===== src/rtl/tft_pkg.sv =====
// tft_pkg: shared types and constants for the TFT init sequencer.
package tft_pkg;
    localparam int ENTRY_W = 10;
    localparam logic [7:0] HWRST_MS = 8'd10;
    localparam logic [7:0] POSTRST_MS = 8'd120;
    typedef enum logic [2:0] {
        S_IDLE    = 3'd0,
        S_HWRST   = 3'd1,
        S_FETCH   = 3'd2,
        S_SEND    = 3'd3,
        S_DELAY   = 3'd4,
        S_DONE    = 3'd5,
        S_POSTRST = 3'd6
    } state_e;
    typedef enum logic [1:0] {
        T_CMD   = 2'b00,
        T_DATA  = 2'b01,
        T_DELAY = 2'b10,
        T_END   = 2'b11
    } entry_e;
    function automatic int ms_div(input int clk_hz);
        return clk_hz / 1000;
    endfunction
endpackage


===== src/rtl/tft_init_rom.sv =====
// tft_init_rom: combinational init table, {type[1:0], payload[7:0]} per entry.
// FILL_CMD swaps in a table of CMD entries (payload = index) with no END.
module tft_init_rom
    import tft_pkg::*;
#(
    parameter int AW       = 5,
    parameter bit FILL_CMD = 1'b0
) (
    input  logic [AW-1:0]      idx_i,
    output logic [ENTRY_W-1:0] entry_o
);
    always_comb begin
        entry_o = {T_END, 8'h00};
        if (FILL_CMD) entry_o = {T_CMD, 8'(idx_i)};
        else
            case (int'(idx_i))
                0: entry_o = {T_CMD, 8'h11};
                1: entry_o = {T_DELAY, 8'h02};
                2: entry_o = {T_CMD, 8'h29};
                3: entry_o = {T_DATA, 8'hA5};
                default: entry_o = {T_END, 8'h00};
            endcase
    end
endmodule


===== src/rtl/tft_init_sequencer.sv =====
// tft_init_sequencer: walks the init table and feeds bytes to a byte shifter.
// Define TFT_HW_RESET_EN to add the 10 ms / 120 ms panel hardware-reset phase.
module tft_init_sequencer
    import tft_pkg::*;
#(
    parameter int CLK_HZ    = 12000000,
    parameter int ROM_DEPTH = 32,
    parameter bit FILL_CMD  = 1'b0
) (
    input  logic       clk,
    input  logic       rst,
    input  logic       start,
    input  logic       tx_ready,
    output logic       tx_valid,
    output logic [7:0] tx_data,
    output logic       tx_dc,
    output logic       tft_rst_n,
    output logic       busy,
    output logic       done,
    output logic [2:0] state
);
    localparam int AW = ROM_DEPTH > 1 ? $clog2(ROM_DEPTH) : 1;
    localparam logic [AW-1:0] LAST = AW'(ROM_DEPTH - 1);
    localparam logic [31:0] DIV_M1 = 32'(ms_div(CLK_HZ) - 1);
`ifdef TFT_HW_RESET_EN
    localparam state_e START_ST = S_HWRST;
`else
    localparam state_e START_ST = S_FETCH;
`endif
    state_e state_q, state_d;
    logic [AW-1:0] idx_q, idx_d;
    logic [7:0] data_q, data_d, ms_q, ms_d, ms_tgt;
    logic dc_q, dc_d, tick, tdone, adv;
    logic [31:0] presc_q, presc_d;
    logic [ENTRY_W-1:0] entry;
    entry_e etype;
    tft_init_rom #(.AW(AW), .FILL_CMD(FILL_CMD)) u_rom (.idx_i(idx_q), .entry_o(entry));
    assign etype  = entry_e'(entry[9:8]);
    assign tick   = presc_q == DIV_M1;
    assign ms_tgt = state_q == S_HWRST ? HWRST_MS : state_q == S_POSTRST ? POSTRST_MS : data_q;
    assign tdone  = tick && (ms_q + 8'd1 == ms_tgt);
    // A zero-length delay leaves after its single cycle without waiting for a tick.
    assign adv    = state_q == S_SEND ? tx_ready : (data_q == 8'd0 || tdone);
    always_comb begin
        state_d = state_q;
        idx_d   = idx_q;
        data_d  = data_q;
        dc_d    = dc_q;
        presc_d = tick ? '0 : presc_q + 32'd1;
        ms_d    = tick ? ms_q + 8'd1 : ms_q;
        case (state_q)
            S_IDLE, S_DONE: if (start) begin
                idx_d   = '0;
                presc_d = '0;
                ms_d    = '0;
                state_d = START_ST;
            end
            S_HWRST: if (tdone) begin
                presc_d = '0;
                ms_d    = '0;
                state_d = S_POSTRST;
            end
            S_POSTRST: if (tdone) state_d = S_FETCH;
            S_FETCH: begin
                data_d  = entry[7:0];
                dc_d    = entry[8];
                presc_d = '0;
                ms_d    = '0;
                state_d = etype == T_END ? S_DONE : etype == T_DELAY ? S_DELAY : S_SEND;
            end
            // The last slot ends the run instead of wrapping the index.
            S_SEND, S_DELAY: if (adv) begin
                idx_d   = idx_q == LAST ? idx_q : idx_q + AW'(1);
                state_d = idx_q == LAST ? S_DONE : S_FETCH;
            end
            default: state_d = S_IDLE;
        endcase
    end
    always_ff @(posedge clk or posedge rst) begin
        if (rst) begin
            state_q <= S_IDLE;
            idx_q   <= '0;
            data_q  <= '0;
            dc_q    <= 1'b0;
            presc_q <= '0;
            ms_q    <= '0;
        end else begin
            state_q <= state_d;
            idx_q   <= idx_d;
            data_q  <= data_d;
            dc_q    <= dc_d;
            presc_q <= presc_d;
            ms_q    <= ms_d;
        end
    end
    assign tx_valid = state_q == S_SEND;
    assign tx_data  = data_q;
    assign tx_dc    = dc_q;
    assign busy     = !(state_q == S_IDLE || state_q == S_DONE);
    assign done     = state_q == S_DONE;
    assign state    = state_q;
`ifdef TFT_HW_RESET_EN
    assign tft_rst_n = state_q != S_HWRST;
`else
    assign tft_rst_n = 1'b1;
`endif
endmodule


===== config.mk =====
export PLATFORM = sky130hd
export DESIGN_NAME = tft_init_sequencer
export DESIGN_NICKNAME = d
export VERILOG_FILES = /design/src/rtl/tft_pkg.sv /design/src/rtl/tft_init_rom.sv /design/src/rtl/tft_init_sequencer.sv
export SDC_FILE = /design/constraint.sdc
export NUM_CORES = 1
export LEC_CHECK = 0
export CAP_MARGIN = 20
export CORE_MARGIN = 2
export CORE_UTILIZATION = 64
export DETAILED_ROUTE_END_ITERATION = 16
export PLACE_DENSITY_LB_ADDON = 0.2
export SYNTH_ARGS = -nofsm -noshare
export SYNTH_HDL_FRONTEND = slang
export SYNTH_SLANG_ARGS = --single-unit

===== constraint.sdc =====
create_clock -name clk -period 5.36 [get_ports clk]
set_input_delay 0.804 -clock clk [delete_from_list [all_inputs] [get_ports clk]]
set_output_delay 0.804 -clock clk [all_outputs]
set_load 0.02 [all_outputs]

==> results.cfg <==
[status]
outcome = completed

[worst_setup_path]
worst_ep_required_time_ps = 4560
cp.arrival_ps = 2110
crit_type = register to primary output
rr_worst_depth = 8
crit_path_max_fanout = 21
crit_path_start_kind = register
end_kind = primary output

[timing]
fin_crit_sh_pct = 54.4
worstMarginPinSlew_ps = 715
min_period_ps = 2920
maxSlewViolCount = 0
finalSetupViolCount = 0
tns_ps = 0
worst_hold_slack_ps = 513
fmax_mhz = 343
rsz0062_at_grt = no
hold_viol_final = 0
finClkSkew_ps = 5.40
relSlewSlack_pct = 51.9

[floorplan]
die_h_um = 76.1
initial_core_util_pct = 65.5
core-area_um2 = 5070
die_w_um = 76.1
dieArea_um2 = 5790
fp-row-count = 26
ios = 20

[clock_network]
cts-resized-gates = 0
cts_root_buf = clkbuf_8
htree_levels = 2
clkSlewWorstSetupHoldPaths_ps = 90
clock_latency_ps = 300
cts_setup_buffers = 0
cts_buffers = 5
cts_sinks = 55
hold_buffers = 0
tritoncts = yes
cts_buffer_depth = 2

[route]
vias_per_cell = 5.92
vias = 2688
first_iter_violations = 145
drt_drc_violations_left = 0
wl_per_cell_um = 14.7
first_pass_iters = 4
wl_um = 6670
postRouteAntennaNets = 0

[logic_synthesis]
ys.flop_type = dfrtp_1
yosys-top-cells-count = dfrtp_1 (55), nor2_1 (54), nand2_1 (37), xor2_1 (21), o21ai_0 (20)
syn_nets = 390
avgSynthCellArea_um2 = 8.77
syn_area_um2 = 3320
synth-edff-count = 0
synth_most_common_cell = dfrtp_1
yosysTopAreaCell = dfrtp_1
synth_area_leaders = dfrtp_1 (41%), nor2_1 (6.1%), xor2_1 (5.5%)
synth_seq_cells = 55
ys_seq_area_share_pct = 41.4
yosys_warnings = 0
synth.top_cell.area_share_pct = 41.4
synthArstFlopShare_pct = 100
syn_inst = 379
synth.distinct_cells = 54

[global_routing]
grt_pass1_vias = 2588
grt_overflow = 0
grt_use_total_pct = 24.3
grt_start_max_net_pins = 56
grt_pass1_wl_um = 11700
antenna_found_initial = 0

[placed_design]
hpwl_um = 4710
port_buffers = 17
place_inst = 447
finalWeightedCongestion = 0.844

[final_layout]
fin_nets = 395
area_growth_pct = 8.39
drive_above_1_share_pct = 4.95
n_antenna_cell = 0
stdcell_count = 454

[hold_path]
min_path_type = register to register
min_delay_path_depth = 1

[power_and_ir_drop]
p_leak_nw = 1.49
ir_worst_vdd_mv = 0.250
p_per_area_nw_per_um2 = 409
fin_total_pwr_w = 0.00147

[job]
maxCapViolCount = 0
stage by stage:
stage                     utilization (%)  setup slack [ps]  cell area (um^2)
after floorplan                         -              2840              3320
after global placement               68.9              2570              3500
after detailed placement             68.9              2470              3500
after CTS                            71.0              2450              3600
after global routing                 71.0              2160              3600
final                                71.0              2440              3600
cells in the final DEF, fill, tap and decap left out, types with 3 or more instances in the layout:
cell             netlist  final
dfrtp_1               55     55
nor2_1                54     54
nand2_1               37     37
xor2_1                21     21
o21ai_0               20     20
xnor2_1               17     17
clkdlybuf4s50_1        0     17
nand3_1               15     15
nand4_1               12     12
a21oi_1               12     12
inv_1                 11     10
nor2b_1                8      8
or3_1                  8      8
nor4_1                 8      8
nor3_1                 7      7
and3_1                 7      7
ha_1                   7      7
o31ai_1                5      5
clkbuf_8               0      5
nand2b_1               4      4
or4_1                  4      4
mux2i_1                4      4
o21ai_1                3      3
a22o_1                 3      3
layout make-up:
class                   instances  area (um^2)
multi-input cells             292         1810
fillers                       403         1470
flip-flops and latches         55         1380
repair buffers                 19          185
well taps                      70         87.6
clock buffers                   5         68.8
inverters                      11         41.3
clock inverters                 2         37.5
where the power goes:
group | internal (W) | switching, W | leakage (nW)
sequential | 0.000464 | 0.0000968 | 0.751
combinational | 0.000277 | 0.000368 | 0.686
clock | 0.000137 | 0.000131 | 0.0502
total | 0.000877 | 0.000596 | 1.49
path summary, 6_finish.rpt:
check | from | end | slack [ps]
worst max-delay path | state[1] | tx_valid | 2440
max in group asynchronous | rst | idx_q[4] | 3900
worst min register to register | presc_q[0] | presc_q[0] | 510
min in group asynchronous | rst | ms_q[6] | 1000
worst max register to register | presc_q[0] | idx_q[0] | 2480
worst min-delay path | presc_q[0] | presc_q[0] | 510
sequential cells by signal, summed over array words and instances, names as in the netlist:
name     flops
tx_data      6
ms_q         8
presc_q     32
state        3
idx_q        5
tx_dc        1
layer usage:
metal,GRT usage (%),share of wire (%)
met2,41.2,50
met1,31.8,45
met3,4.62,4.1
met5,0,0
met4,7.45,0.93
cell families after synthesis:
group           count (synthesis)  synth area share (%)
compound gates                 58                  11.1
xor+xnor                       39                  10.7
fa+ha+maj                       7                  2.63
simple gates                  179                  27.4
flops                          55                  41.4
mux                             7                  2.33
buf+inv                        32                  4.25
other cells                     2                 0.226
critical path, cell delays in order (launching register included):
cell and delay, ps:
dfrtp_1 690, nor2b_1 270, nand2_1 130, inv_1 110, clkdlybuf4s50_1 600
Power figures use the tool's default switching activity.
